<file path="src/rtl/aes_pkg.sv">
// Shared definitions for the AES round controller slice.
package aes_pkg;

  localparam int unsigned AES_DATA_LEN = 128;
  localparam int unsigned AES_NR       = 10;

  typedef enum logic [1:0] {
    ST_IDLE  = 2'd0,
    ST_ISSUE = 2'd1,
    ST_WAIT  = 2'd2,
    ST_DONE  = 2'd3
  } aes_state_e;

endpackage

</file>
<file path="src/rtl/aes_wait_timer.sv">
// Per-round watchdog: cleared by load, advanced by count_en. expired flags
// that the cycle being counted is the TIMEOUT-th one without a result.
module aes_wait_timer #(
  parameter int unsigned TIMEOUT = 15
) (
  input  logic clk,
  input  logic reset,
  input  logic load,
  input  logic count_en,
  output logic expired
);

  localparam int unsigned CW = $clog2(TIMEOUT + 1);

  logic [CW-1:0] cnt_q;

  // Expiry depends only on the register so the controller can gate it
  // with its own count enable without forming a combinational loop.
  assign expired = (cnt_q == CW'(TIMEOUT - 1));

  // Counter register: load restarts the window, count_en advances it.
  always_ff @(posedge clk or negedge reset) begin
    if (!reset) begin
      cnt_q <= '0;
    end else if (load) begin
      cnt_q <= '0;
    end else if (count_en && !expired) begin
      cnt_q <= cnt_q + CW'(1);
    end
  end

endmodule

</file>
<file path="src/rtl/aes_round_ctrl.sv">
// AES round sequencer: accepts a block, issues NR rounds to an external
// round datapath, guards each round with a watchdog, and hands the
// ciphertext downstream.
module aes_round_ctrl
  import aes_pkg::*;
#(
  parameter int unsigned DATA_LEN = AES_DATA_LEN,
  parameter int unsigned NR       = AES_NR,
  parameter int unsigned TIMEOUT  = 15
) (
  input  logic                clk,
  input  logic                reset,
  input  logic                valid_in,
  input  logic [DATA_LEN-1:0] data_in,
  output logic                ready_out,
  output logic                round_valid_out,
  output logic [DATA_LEN-1:0] round_data_out,
  output logic [3:0]          round_idx,
  output logic                last_round,
  input  logic                round_valid_in,
  input  logic [DATA_LEN-1:0] round_data_in,
  output logic                valid_out,
  output logic [DATA_LEN-1:0] data_out,
  input  logic                out_ready,
  output logic                err,
  input  logic                err_clr
);

  aes_state_e          state_q, state_d;
  logic [DATA_LEN-1:0] data_q, data_d;
  logic [3:0]          idx_q, idx_d;
  logic                err_q, err_set;
  logic                tmr_load, tmr_en, tmr_expired;
  logic                is_last;

  assign is_last = (idx_q == 4'(NR));

  aes_wait_timer #(
    .TIMEOUT(TIMEOUT)
  ) u_wait_timer (
    .clk      (clk),
    .reset    (reset),
    .load     (tmr_load),
    .count_en (tmr_en),
    .expired  (tmr_expired)
  );

  // State, round state, round index and sticky error registers.
  always_ff @(posedge clk or negedge reset) begin
    if (!reset) begin
      state_q <= ST_IDLE;
      data_q  <= '0;
      idx_q   <= '0;
      err_q   <= 1'b0;
    end else begin
      state_q <= state_d;
      data_q  <= data_d;
      idx_q   <= idx_d;
      if (err_set) begin
        err_q <= 1'b1;
      end else if (err_clr) begin
        err_q <= 1'b0;
      end
    end
  end

  // Next-state logic, watchdog control and error detection.
  always_comb begin
    state_d  = state_q;
    data_d   = data_q;
    idx_d    = idx_q;
    tmr_load = 1'b0;
    tmr_en   = 1'b0;
    // A result strobe is only meaningful while waiting for one.
    err_set  = round_valid_in && (state_q != ST_WAIT);
    unique case (state_q)
      ST_IDLE: begin
        if (valid_in) begin
          data_d   = data_in;
          idx_d    = 4'd1;
          tmr_load = 1'b1;
          state_d  = ST_ISSUE;
        end
      end
      ST_ISSUE: begin
        tmr_load = 1'b1;
        state_d  = ST_WAIT;
      end
      ST_WAIT: begin
        if (round_valid_in) begin
          data_d = round_data_in;
          if (is_last) begin
            idx_d   = '0;
            state_d = ST_DONE;
          end else begin
            idx_d   = idx_q + 4'd1;
            state_d = ST_ISSUE;
          end
        end else begin
          tmr_en = 1'b1;
          if (tmr_expired) begin
            err_set = 1'b1;
            idx_d   = '0;
            state_d = ST_IDLE;
          end
        end
      end
      ST_DONE: begin
        if (out_ready) begin
          state_d = ST_IDLE;
        end
      end
      default: state_d = ST_IDLE;
    endcase
  end

  // ready_out is qualified by reset so every output reads 0 while held.
  assign ready_out       = (state_q == ST_IDLE) && reset;
  assign round_valid_out = (state_q == ST_ISSUE);
  assign round_data_out  = data_q;
  assign round_idx       = idx_q;
  assign last_round      = ((state_q == ST_ISSUE) || (state_q == ST_WAIT)) && is_last;
  assign valid_out       = (state_q == ST_DONE);
  assign data_out        = data_q;
  assign err             = err_q;

endmodule

</file>
<file path="config.mk">
export PLATFORM = sky130hd
export DESIGN_NAME = aes_round_ctrl
export DESIGN_NICKNAME = d
export VERILOG_FILES = /design/src/rtl/aes_pkg.sv /design/src/rtl/aes_wait_timer.sv /design/src/rtl/aes_round_ctrl.sv
export SDC_FILE = /design/constraint.sdc
export NUM_CORES = 1
export LEC_CHECK = 0
export CAP_MARGIN = 20
export CORE_AREA = 10 10 196 198
export CTS_CLUSTER_DIAMETER = 150
export DETAILED_ROUTE_END_ITERATION = 8
export DIE_AREA = 0 0 206 208
export PLACE_DENSITY_LB_ADDON = 0.08
export SYNTH_ARGS = -nofsm -noshare
export SYNTH_HDL_FRONTEND = slang
export SYNTH_HIERARCHICAL = 1
export SYNTH_SLANG_ARGS = --single-unit
</file>
<file path="constraint.sdc">
create_clock -name clk -period 2.5 [get_ports clk]
set_input_delay 0.375 -clock clk [delete_from_list [all_inputs] [get_ports clk]]
set_output_delay 0.375 -clock clk [all_outputs]
set_load 0.03 [all_outputs]
</file>
==> impl_metrics.py <==
metrics = {
    "drt": {
        "first_pass_iters": 6,
        "vias_per_cell": 4.08,
        "num_vias": 6107,
        "antenna_left": 0,
        "drt_iter0_drc": 189,
        "drc": 0,
        "totalWireLength_mm": 33.8,
        "wire_per_inst_um": 22.6,
    },
    "timing": {
        "worst_slew_pin_slew_ns": 0.782,
        "hold_viol": 0,
        "fin_crit_sh_pct": 90.8,
        "slew_viol_final": 0,
        "fin_setup_tns_ns": 0,
        "rsz0062_at_grt": "false",
        "maxSlewHeadroom_pct": 47.8,
        "fmax_mhz": 440,
        "finalSetupViolCount": 0,
        "clock_skew_ns": 0.0111,
        "fin_crit_ns": 2.27,
    },
    "grt": {
        "grt_pass1_wl_mm": 47.9,
        "antenna_found_initial": 3,
        "grt_pass1_vias": 6846,
        "grt_max_degree": 140,
        "gr-total-overflow": 0,
        "grt_use_total_pct": 15.1,
    },
    "placed_design": {
        "io_buffers": 526,
        "gp_congestion": 0.707,
        "dp_hpwl_mm": 27.2,
    },
    "synth": {
        "synth.cell_area_um2": 8530,
        "syn_avg_cell_area_um2": 13.7,
        "synth_ff_type": "dfrtp_1",
        "yosysTopAreaCell": "dfrtp_1",
        "synth_area_leaders": "dfrtp_1 41%, mux2_4 21%, mux2_2 17%",
        "synth_cells": 621,
        "ys_top_cells_by_count": "139 x dfrtp_1, 128 x buf_4, 128 x mux2_2",
        "ys_ff_latch": 139,
        "synth_edf_count": 0,
        "seq_area_frac_synth_pct": 40.8,
        "ys_warn_count": 6,
        "async_flop_share_pct": 100,
        "synth_top_area_share_pct": 40.8,
        "syn-num-nets": 892,
        "synth_most_common_cell": "dfrtp_1",
        "synth.distinct_cells": 41,
    },
    "cells_and_area": {
        "area_growth_pct": 64.2,
        "nFillCells": 3285,
        "seq_area_um2": 3480,
        "drive_gt1_share_pct": 29.2,
        "finalNetCount": 1298,
        "multiInputGateArea_um2": 3800,
        "antennaDiodeCount": 0,
    },
    "setup_path": {
        "cp_max_fo": 5,
        "path_cells": "inv_1, ha_1, and3b_1, and2_1, dlygate4sd2_1",
        "worst_path_max_delay_cell": "dfrtp_1",
        "path_class": "reg2out",
        "cp-start-kind": "flip-flop",
        "crit_arrival_ns": 1.90,
        "max_stage_delay_ns": 0.44,
        "worst_setup_path_end_kind": "primary output",
        "required_ns": 2.12,
    },
    "pwr": {
        "p_seq_share_pct": 20.3,
        "powerDensity_nw_per_um2": 1620,
        "p_comb_share_pct": 67.5,
        "pwr-share-clk_pct": 12.2,
        "p_leak_nw": 5.75,
        "switching_share_pct": 43.9,
        "intPower_mw": 12.7,
        "power_mw": 22.6,
        "peakVddDrop_mv": 0.803,
        "switching_power_mw": 9.93,
    },
    "status": {
        "status": "finished clean",
    },
    "clock_network": {
        "cts_inserted_buffers": 17,
        "cts_root_buffer": "clkbuf_16",
        "clkSinkCount": 139,
        "cts_buffer_depth": 2,
        "path_clk_slew_ns": 0.06,
        "htreeDepth": 4,
        "cts_tree": "yes",
        "cts_setup_buffers": 0,
        "insertion_delay_ns": 0.42,
    },
    "floorplan": {
        "fp.dieW_um": 206,
        "fp.coreArea_um2": 34400,
        "die_h_um": 208,
        "num_rows": 68,
        "ioPinCount": 527,
        "start_util_pct": 24.8,
        "die_area_um2": 42800,
    },
    "hold_path": {
        "hold_class": "in2async",
    },
    "run": {
        "drv_cap": 0,
    },
}
[logic make-up (layout without fill, tap and decap cells)]
group / after synthesis / count (layout) / share of synthesized area (%)
muxes: 258 / 258 / 39.4
adders and majority gates: 9 / 9 / 1.32
AOI/OAI and AO/OA: 21 / 21 / 1.48
DFF: 139 / 139 / 40.8
buffers and inverters: 166 / 585 / 14.8
and+or+nand+nor: 28 / 28 / 2.23
[critical path, delay by kind of cell (launching register included)]
kind | cells | cell delay (ns)
buffers and inverters | 2 | 0.53
flip-flops | 1 | 0.44
AND/OR/NAND/NOR | 2 | 0.35
adder cells (fa/ha/maj) | 1 | 0.16
[repair_timing]
item                                    CTS  global route
endpoints found under the hold margin     0             0
resized for setup                         2             0
endpoints found under the setup margin    2             0
hold buffers                              0             0
[metal layers]
layer | GRT usage (%) | routed length [um] | part of all wire (%) | up-vias
li1 | - | - | - | 2854
met1 | 16.8 | 13300 | 39 | 2928
met2 | 25.7 | 16500 | 49 | 308
met3 | 6.82 | 3740 | 11 | 15
met4 | 3.24 | 252 | 0.75 | 2
met5 | 0 | 12 | 0.035 | -
[sequential cells by signal, summed over array words and instances, names as in the netlist]
signal	cells
state_q	2
u_wait_timer/cnt_q	4
data_out	128
err	1
round_idx	4
[worst paths after layout]
path / from / end / slack [ns] / depth (start not counted)
max in group asynchronous: reset / data_out[5] / 1.84 / 2
worst min register to register: u_wait_timer/cnt_q[3] / u_wait_timer/cnt_q[3] / 0.50 / 1
worst max register to register: state_q[0] / data_out[80] / 0.38 / 7
worst min-delay path: reset / data_out[83] / 0.1 / 2
min in group clk: u_wait_timer/cnt_q[3] / u_wait_timer/cnt_q[3] / 0.50 / 1
worst max-delay path: round_idx[0] / last_round / 0.23 / 5
[stage by stage]
stage | utilization, % | setup slack, ns | instance area, um2 | hold slack (ns) | cells
after floorplan | - | 0.561 | 8530 | 0.0794 | 621
after CTS | 40.7 | 0.191 | 14000 | 0.146 | 1495
final | 40.7 | 0.229 | 14000 | 0.0979 | 1495
after global placement | 38.9 | 0.300 | 13400 | 0.494 | 1463
after detailed placement | 38.9 | 0.287 | 13400 | 0.490 | 1463
after global routing | 40.7 | 0.121 | 14000 | 0.156 | 1495
[power groups by stage]
stage | registers (mW) | logic, mW | clock network (mW)
2_1_floorplan | 6.42 | 8.97 | 0
3_3_place_gp | 4.68 | 15.5 | 0
3_5_place_dp | 4.62 | 15.5 | 0
4_1_cts | 4.64 | 15.5 | 2.87
5_1_grt | 4.79 | 16.0 | 2.98
6_report | 4.59 | 15.3 | 2.76
[layout make-up]
cell class	instances	area share, %
Tap cell	455	4.07
Inverter	9	0.241
Sequential cell	139	24.8
Clock inverter	12	1.33
Clock buffer	20	3.12
Timing Repair Buffer	544	39.3
Multi-Input combinational cell	316	27.1
[cells in the final DEF (no fill, tap or decap), types with 5 or more instances in the layout]
master / netlist / final
buf_12: 0 / 8
mux2_2: 128 / 128
clkbuf_16: 0 / 17
dfrtp_1: 139 / 139
inv_1: 7 / 7
ha_1: 9 / 8
clkdlybuf4s50_1: 0 / 523
buf_4: 128 / 10
mux2_4: 120 / 120
mux2_1: 8 / 8
o21ai_0: 5 / 5
Power figures use the tool's default switching activity.
